===== config.mk =====
export PLATFORM = sky130hd
export DESIGN_NAME = apb_spi_bridge
export DESIGN_NICKNAME = d
export VERILOG_FILES = /design/src/rtl/apb_spi_bridge.sv
export SDC_FILE = /design/constraint.sdc
export NUM_CORES = 1
export LEC_CHECK = 0
export CAP_MARGIN = 20
export CELL_PAD_IN_SITES_DETAIL_PLACEMENT = 1
export CELL_PAD_IN_SITES_GLOBAL_PLACEMENT = 1
export CORE_MARGIN = 1.5
export CORE_UTILIZATION = 22
export DETAILED_ROUTE_END_ITERATION = 10
export GPL_ROUTABILITY_DRIVEN = 0
export MAX_ROUTING_LAYER = met4
export PLACE_DENSITY = 0.77
export SLEW_MARGIN = 20
export SYNTH_ARGS = -nofsm -noshare
export SYNTH_HDL_FRONTEND = slang
export SYNTH_SLANG_ARGS = --single-unit

===== constraint.sdc =====
create_clock -name PCLK -period 1.7 [get_ports PCLK]
set_input_delay 0.34 -clock PCLK [delete_from_list [all_inputs] [get_ports PCLK]]
set_output_delay 0.34 -clock PCLK [all_outputs]
set_load 0.005 [all_outputs]

===== src/rtl/apb_spi_bridge.sv =====
// -----------------------------------------------------------------------------
// apb_spi_bridge
// APB3 slave that turns register accesses into one-cycle read/write strobes
// for an SPI master core. Writes to address 0x1 can optionally be buffered in
// a 4-deep TX FIFO that a small drain FSM feeds to the SPI master whenever it
// is idle.
//
// Optional feature macro: APB_SPI_BRIDGE_TXFIFO_EN
//   defined   : 0x1 writes go through the TX FIFO, 0x8 reads the FIFO level
//   undefined : 0x1 writes strobe o_WR1 directly, 0x8 is an error address
//
// Ports
//   PCLK, PRESETn          clock (rising edge) / async active-low reset
//   PSEL, PENABLE, PWRITE  APB3 control
//   PADDR[3:0]             register address
//   PWDATA[7:0]            APB write data
//   PRDATA[7:0]            APB read data
//   PREADY, PSLVERR        APB completion / error
//   o_WR0..o_WR3           write strobes to SPI master (CONFIG, TX, RX, CMD)
//   o_DR0..o_DR3           read strobes to SPI master (STATE, RX, OPT2, OPT3)
//   o_PWDATA[7:0]          data accompanying an o_WRn strobe (0 otherwise)
//   i_PRDATA[7:0]          SPI master read data, valid the cycle after o_DRn
//   i_BUSY                 SPI master transfer in progress
//
// Drain FSM
//   state     | meaning
//   D_IDLE    | waiting for a queued byte and an idle SPI master
//   D_WAITHI  | byte handed over, waiting for i_BUSY to rise (16-cycle timeout)
//   D_WAITLO  | SPI master busy, waiting for i_BUSY to fall
// -----------------------------------------------------------------------------
module apb_spi_bridge (
   input  logic       PCLK,
   input  logic       PRESETn,
   input  logic       PSEL,
   input  logic       PENABLE,
   input  logic       PWRITE,
   input  logic [3:0] PADDR,
   input  logic [7:0] PWDATA,
   output logic [7:0] PRDATA,
   output logic       PREADY,
   output logic       PSLVERR,
   output logic       o_WR0,
   output logic       o_WR1,
   output logic       o_WR2,
   output logic       o_WR3,
   output logic       o_DR0,
   output logic       o_DR1,
   output logic       o_DR2,
   output logic       o_DR3,
   output logic [7:0] o_PWDATA,
   input  logic [7:0] i_PRDATA,
   input  logic       i_BUSY
);

   // run is low while in reset so every combinational output is forced to its
   // reset value even if the bus is not idle.
   logic       run;
   logic       access;
   logic       rd_pend;
   logic [7:0] prdata_q;

   logic       wr_imm, wr_fifo, rd_spi, rd_stat, dec_err;
   logic       cpu_wr, cpu_rd;
   logic [3:0] wr_sel, rd_sel;

   logic       push, pop;
   logic [2:0] level;
   logic [7:0] head;

   always_ff @(posedge PCLK or negedge PRESETn) begin
      if (!PRESETn) run <= 1'b0;
      else          run <= 1'b1;
   end

   assign access = PSEL & PENABLE & run;

   always_comb begin
      wr_imm  = 1'b0;
      wr_fifo = 1'b0;
      rd_spi  = 1'b0;
      rd_stat = 1'b0;
      dec_err = 1'b0;
      if (PWRITE) begin
         if (PADDR[3:2] == 2'b00) begin
`ifdef APB_SPI_BRIDGE_TXFIFO_EN
            if (PADDR[1:0] == 2'd1) wr_fifo = 1'b1;
            else                    wr_imm  = 1'b1;
`else
            wr_imm = 1'b1;
`endif
         end else begin
            dec_err = 1'b1;
         end
      end else begin
         if (PADDR[3:2] == 2'b01)
            rd_spi = 1'b1;
`ifdef APB_SPI_BRIDGE_TXFIFO_EN
         else if (PADDR == 4'h8)
            rd_stat = 1'b1;
`endif
         else
            dec_err = 1'b1;
      end
   end

   // Read strobe only in the first access cycle; rd_pend marks the wait state
   // in which the SPI master's data is returned.
   assign cpu_wr = access & wr_imm;
   assign cpu_rd = access & rd_spi & ~rd_pend;
   assign wr_sel = cpu_wr ? (4'b0001 << PADDR[1:0]) : 4'b0000;
   assign rd_sel = cpu_rd ? (4'b0001 << PADDR[1:0]) : 4'b0000;

   always_ff @(posedge PCLK or negedge PRESETn) begin
      if (!PRESETn) begin
         rd_pend  <= 1'b0;
         prdata_q <= 8'h00;
      end else begin
         rd_pend <= cpu_rd;
         if (access & rd_pend)
            prdata_q <= i_PRDATA;
         else if (access & rd_stat)
            prdata_q <= {5'b00000, level};
      end
   end

   // Returned data is passed through in its completion cycle and then held.
   always_comb begin
      PRDATA = prdata_q;
      if (access & rd_pend)
         PRDATA = i_PRDATA;
      else if (access & rd_stat)
         PRDATA = {5'b00000, level};
   end

   assign PREADY  = access & (dec_err | wr_imm | push | rd_stat | rd_pend);
   assign PSLVERR = access & dec_err;

   assign o_WR0 = wr_sel[0];
   assign o_WR1 = wr_sel[1] | pop;
   assign o_WR2 = wr_sel[2];
   assign o_WR3 = wr_sel[3];
   assign o_DR0 = rd_sel[0];
   assign o_DR1 = rd_sel[1];
   assign o_DR2 = rd_sel[2];
   assign o_DR3 = rd_sel[3];

   assign o_PWDATA = cpu_wr ? PWDATA : (pop ? head : 8'h00);

`ifdef APB_SPI_BRIDGE_TXFIFO_EN
   typedef enum logic [1:0] {
      D_IDLE   = 2'd0,
      D_WAITHI = 2'd1,
      D_WAITLO = 2'd2
   } d_state_t;

   d_state_t   d_state, d_next;
   logic [7:0] fifo_mem [4];
   logic [1:0] wr_ptr, rd_ptr;
   logic [2:0] level_q;
   logic [3:0] tmo;
   logic       full, empty, cpu_strobe;

   assign full       = (level_q == 3'd4);
   assign empty      = (level_q == 3'd0);
   assign level      = level_q;
   assign head       = fifo_mem[rd_ptr];
   assign cpu_strobe = cpu_wr | cpu_rd;

   // A stalled push completes in the same cycle the drain frees a slot.
   assign push = access & wr_fifo & (~full | pop);

   always_ff @(posedge PCLK or negedge PRESETn) begin
      if (!PRESETn) d_state <= D_IDLE;
      else          d_state <= d_next;
   end

   always_comb begin
      d_next = d_state;
      case (d_state)
         D_IDLE:   if (pop) d_next = D_WAITHI;
         D_WAITHI: begin
            if (i_BUSY)           d_next = D_WAITLO;
            else if (tmo == 4'd0) d_next = D_IDLE;
         end
         D_WAITLO: if (!i_BUSY) d_next = D_IDLE;
         default:  d_next = D_IDLE;
      endcase
   end

   always_comb begin
      pop = (d_state == D_IDLE) & ~empty & ~i_BUSY & ~cpu_strobe;
   end

   // Loaded with 15 on hand-over: WAITHI lasts 16 cycles without i_BUSY.
   always_ff @(posedge PCLK or negedge PRESETn) begin
      if (!PRESETn)
         tmo <= 4'd0;
      else if (pop)
         tmo <= 4'd15;
      else if ((d_state == D_WAITHI) && !i_BUSY && (tmo != 4'd0))
         tmo <= tmo - 4'd1;
   end

   always_ff @(posedge PCLK or negedge PRESETn) begin
      if (!PRESETn) begin
         wr_ptr  <= 2'd0;
         rd_ptr  <= 2'd0;
         level_q <= 3'd0;
      end else begin
         if (push) wr_ptr <= wr_ptr + 2'd1;
         if (pop)  rd_ptr <= rd_ptr + 2'd1;
         case ({push, pop})
            2'b10:   level_q <= level_q + 3'd1;
            2'b01:   level_q <= level_q - 3'd1;
            default: level_q <= level_q;
         endcase
      end
   end

   always_ff @(posedge PCLK) begin
      if (push) fifo_mem[wr_ptr] <= PWDATA;
   end
`else
   logic unused_busy;
   assign unused_busy = i_BUSY;
   assign push  = access & wr_fifo;
   assign pop   = 1'b0;
   assign level = 3'd0;
   assign head  = 8'h00;
`endif

endmodule


==> metrics, run 1 <==
EDFF count, synth=0; # fillers=315; Worst-path clk slew=0.07 ns; Synth async-reset ratio=1.00; unrepaired setup endpoints after global routing=true; Syn Inst Count=58; reg2reg setup slack=0.31 ns; pwr/cell area=444 mW/mm2; post-synth top area cell=dfrtp_1; share of the synthesized area in the top cell type=0.390; Primary FF master, synth=dfrtp_1; first-pass GRT wire length=3880 um; IO Count=52; outcome=complete, but fails checks; synth top area cells=dfrtp_1 39%, nor3_2 20%, mux2_2 14%; hold buffer count at cts=0; Max Slew Vio Count=0; grt ovf=0; peak supply drop=0.392 mV; clk_skew=0.00274 ns; Core ar.=0.00276 mm2; top cells by count, synth=13 x nor3_2, 10 x dfrtp_1, 9 x inv_1; HPWL Detailed=1570 um; Hold Slack=0.383 ns; # H-tree levels=1; CTS Buf Count=3; CP cell instances=or4b_4 > buf_6 > nor4_4 > buf_2; DRC Markers=0; share of cells above drive strength 1=0.648; Global Route Usage Sum=0.158; Distinct cells, synth=21; largest net degree at the start of global routing=12; Initial Util=0.233; final critical-path setup slack=-0.249 ns; Avg WL per Cell=14.4 um; Req. time, crit path=1.36 ns; Routed WL=2490 um; WP data arrival=1.61 ns; Period minus WS final=1.95 ns; number of diodes=0; Synth Warn #=0; DR vias=779; final-report hold violation count=0; row cnt=19; CTS tree=built; synthesized area=642 um2; Crit Path Class=reg2out; vias in the first global route=878; Initial DRC Count=15; Yosys reg bits=10; crit-path max FO=3; initial antenna violation count=0; sequential share of the synthesized area=0.390; clk buf depth=2; CTS Root Cell=clkbuf_4; # nets final=169; Buffers on Ports=50; failing checks=setup timing; Slowest-stage cell, CP=or4b_4; crit-path max cell delay=0.56 ns; fmax=0.513 GHz; DIE AREA=0.00325 mm2; area taken by multi-input logic gates=452 um2; DRT Pass-1 Iters=2; clock insertion delay at the later pin of the skew report=0.27 ns; final setup fails=23; DIE WIDTH=57.0 um; final period utilization=1.15; Clock Sink Count=10; Worst Setup Start Kind=flop; area delta synth->final=134%; Syn Nets=84; Worst Setup End Kind=output port; worst min-delay path category=in2async; Synth Area per Inst=11.1 um2; Reg area=250 um2; Leakage=0.000795 uW; Die Y=57.0 um; vias per inst=4.50; ANT nets after route=0; count leader, synth=nor3_2; TNS Setup=-3.02 ns; # Max-Cap Violations=0; pre-CTS setup slack=-0.738 ns
-- critical path: cells and delay by family, from the launching register on --
family / cells / cell delay, ns
buf+inv: 2 / 0.29
flops: 1 / 0.39
simple gates: 2 / 0.66
-- cell families after synthesis --
kind of cell	Yosys count	share of synthesized area
other	1	0.00584
multiplexers	8	0.140
AND/OR/NAND/NOR	25	0.357
XOR/XNOR	1	0.0136
flip-flops	10	0.390
AO/OA/AOI/OAI	2	0.0156
buffers and inverters	11	0.0780
-- metal layers --
metal / up-vias / track usage / routed length [um]
li1: 369 / - / -
met3: 2 / 0.0295 / 209
met1: 369 / 0.170 / 865
met5: - / - / 0
met4: 0 / 0.0399 / 16
met2: 39 / 0.294 / 1400
-- through the flow --
step	total power [uW]	std cells	area [um2]	util
final	665	173	1500	0.544
after global routing	702	173	1500	0.544
after CTS	653	170	1410	0.510
after detailed placement	405	146	1230	0.447
after global placement	400	146	1230	0.447
after floorplan	299	58	642	-
-- registers in the layout, summed over array words and instances, names as in the netlist --
register and cells:
prdata_q 8, rd_pend 1, run 1
-- final timing paths --
check	start	endpoint	depth (start not counted)
worst min register to register	prdata_q[2]$_DFF_PN0_	prdata_q[2]$_DFF_PN0_	1
worst max register to register	rd_pend$_DFF_PN0_	prdata_q[5]$_DFF_PN0_	6
worst max-delay path	rd_pend$_DFF_PN0_	o_DR0	4
worst min-delay path	PRESETn	prdata_q[0]$_DFF_PN0_	1
min in group PCLK	prdata_q[2]$_DFF_PN0_	prdata_q[2]$_DFF_PN0_	1
max in group asynchronous	PRESETn	run$_DFF_PN0_	1
-- layout make-up --
class,count,share of cell area
sequential,10,0.167
tap,31,0.0259
clock buffer,4,0.0242
multi-input combinational,38,0.301
inverter,9,0.0225
timing repair buffer,81,0.459
-- repair_timing --
action,4_1_cts,5_1_grt
endpoints found under the setup margin,26,26
pin swaps,7,4
gates cloned,1,0
gates resized for setup,135,18
setup buffers,19,4
-- layout by cell type (no fill, tap or decap), drive strengths merged, types with 2 or more instances in the layout --
master | netlist | final
buf | 2 | 57
clkbuf | 0 | 5
clkdlybuf4s15 | 0 | 3
clkdlybuf4s50 | 0 | 17
dfrtp | 10 | 10
dlygate4sd2 | 0 | 2
inv | 9 | 9
mux2 | 8 | 8
nand2b | 2 | 2
nor3 | 14 | 14
nor4 | 2 | 2
or3b | 1 | 2
-- power by group --
group	internal, uW	switching, uW
clock	130	87.1
sequential	248	3.78
combinational	117	79.9
(Power assumes the default switching activity.)
==> run 2, diff against run 1 <==
--- a/config.mk
+++ b/config.mk
@@ -14,6 +14,7 @@
 export GPL_ROUTABILITY_DRIVEN = 0
 export MAX_ROUTING_LAYER = met4
 export PLACE_DENSITY = 0.77
+export SKIP_LAST_GASP = 1
 export SLEW_MARGIN = 20
 export SYNTH_ARGS = -nofsm -noshare
 export SYNTH_HDL_FRONTEND = slang
==> metrics, run 2 (synthesis gave the netlist of run 1 again) <==
final period utilization=1.15; number of diodes=0; Initial DRC Count=14; clk buf depth=2; Seq pwr share=0.378; Clock Sink Count=10; internal power=497 uW; grt ovf=0; CTS Buf Count=3; Crit Path Class=reg2out; CTS Root Cell=clkbuf_4; Die Y=57.0 um; unrepaired setup endpoints after global routing=true; most common cell after layout, fill and taps aside=buf_2; crit-path max FO=3; pwr/cell area=443 mW/mm2; Clock power frac=0.325; worst min-delay path category=in2async; Period minus WS final=1.95 ns; Routed WL=2510 um; DIE AREA=0.00325 mm2; Hold Slack=0.385 ns; first-pass GRT wire length=3940 um; DRT Pass-1 Iters=4; failing checks=setup timing; vias in the first global route=878; fmax=0.512 GHz; net switching power=168 uW; Core ar.=0.00276 mm2; peak supply drop=0.388 mV; Req. time, crit path=1.36 ns; max reg flops=8; # H-tree levels=1; switching portion of total power=0.253; # Max-Cap Violations=0; initial antenna violation count=0; share of total power in combinational logic=0.297; most frequent cells in the layout=20 x buf_2, 19 x buf_4, 18 x clkdlybuf4s50_1, 15 x buf_6, 10 x dfrtp_1; final-report hold violation count=0; outcome=complete, but fails checks; # nets final=169; clk_skew=0.00111 ns; share of cells above drive strength 1=0.648; final critical-path setup slack=-0.255 ns; Worst-path clk slew=0.07 ns; ANT nets after route=0; Top reg by flops=prdata_q; Initial Util=0.233; Max Slew Vio Count=0; DR vias=774; DRC Markers=0; CTS tree=built; Leakage=0.000789 uW; Worst Setup Start Kind=flop; clock insertion delay at the later pin of the skew report=0.26 ns; Buffers on Ports=50; largest net degree at the start of global routing=12; pre-CTS setup slack=-0.738 ns; # fillers=319; final setup fails=24; IO Count=52; vias per inst=4.47; Reg area=250 um2; row cnt=19; Global Route Usage Sum=0.161; HPWL Detailed=1570 um; Avg WL per Cell=14.5 um; DIE WIDTH=57.0 um; area delta synth->final=134%; WP data arrival=1.61 ns; area taken by multi-input logic gates=448 um2; largest registers=prdata_q (8), rd_pend (1), run (1); Worst Setup End Kind=output port
[run 2: changes by cell type in the layout (fill, tap and decap cells not counted), sizes merged]
| cell | previous run | this run |
|---|---|---|
| buf | 57 | 56 |
| clkdlybuf4s50 | 17 | 18 |
| dlygate4sd2 | 2 | 3 |
| dlymetal6s2s | 1 | 0 |
[run 2: critical path: stages (launching register included)]
cell and delay [ns]:
dfrtp_1 0.39, or4b_4 0.56, buf_12 0.16, nor3_4 0.11
clkbuf_2 0.13
[run 2: repair_timing]
action,in CTS,in global routing
pin swaps,7,5
setup buffers,19,6
cloned,1,0
gates resized for setup,126,24
hold buffers,0,0
endpoints found under the setup margin,26,25
[run 2: area by class of cell]
| cell class | count | area share |
|---|---|---|
| well taps | 31 | 0.0258 |
| repair buffers | 81 | 0.463 |
| inverters | 9 | 0.0225 |
| multi-input cells | 38 | 0.298 |
| clock buffers | 4 | 0.0241 |
| flip-flops and latches | 10 | 0.167 |
[run 2: worst paths after layout]
path                                            start                     to  slack [ns]  cells past startpoint
max in group asynchronous                     PRESETn          run$_DFF_PN0_        1.01                      1
min in group PCLK               prdata_q[2]$_DFF_PN0_  prdata_q[2]$_DFF_PN0_        0.50                      1
worst min-delay path                          PRESETn  prdata_q[0]$_DFF_PN0_        0.38                      1
worst max-delay path                rd_pend$_DFF_PN0_                  o_DR2       -0.25                      4
worst min register to register  prdata_q[2]$_DFF_PN0_  prdata_q[2]$_DFF_PN0_        0.50                      1
worst max register to register      rd_pend$_DFF_PN0_  prdata_q[5]$_DFF_PN0_        0.31                      6
[run 2: metal layers]
metal,track usage,share of wire,vias up
met1,0.170,0.34,367
met4,0.0399,0.0064,0
li1,-,-,366
met2,0.302,0.56,39
met5,-,0,-
met3,0.0340,0.088,2
[run 2: stage by stage]
stage | util | instance area [um2] | TNS (ns) | std cells | power, uW
after floorplan | - | 642 | 0 | 58 | 299
after global placement | 0.447 | 1230 | -15.52 | 146 | 400
after detailed placement | 0.447 | 1230 | -15.95 | 146 | 405
after CTS | 0.510 | 1410 | -2.74 | 170 | 651
after global routing | 0.545 | 1500 | -4.93 | 173 | 704
final | 0.545 | 1500 | -3.21 | 173 | 665
[run 2: power by group through the flow]
| stage | logic, uW | registers (uW) | clock network, uW |
|---|---|---|---|
| finish | 198 | 252 | 216 |
| CTS | 176 | 251 | 224 |
| detailed placement | 150 | 255 | 0 |
| global placement | 145 | 255 | 0 |
| global route | 212 | 252 | 240 |
| floorplan | 44.7 | 255 | 0 |
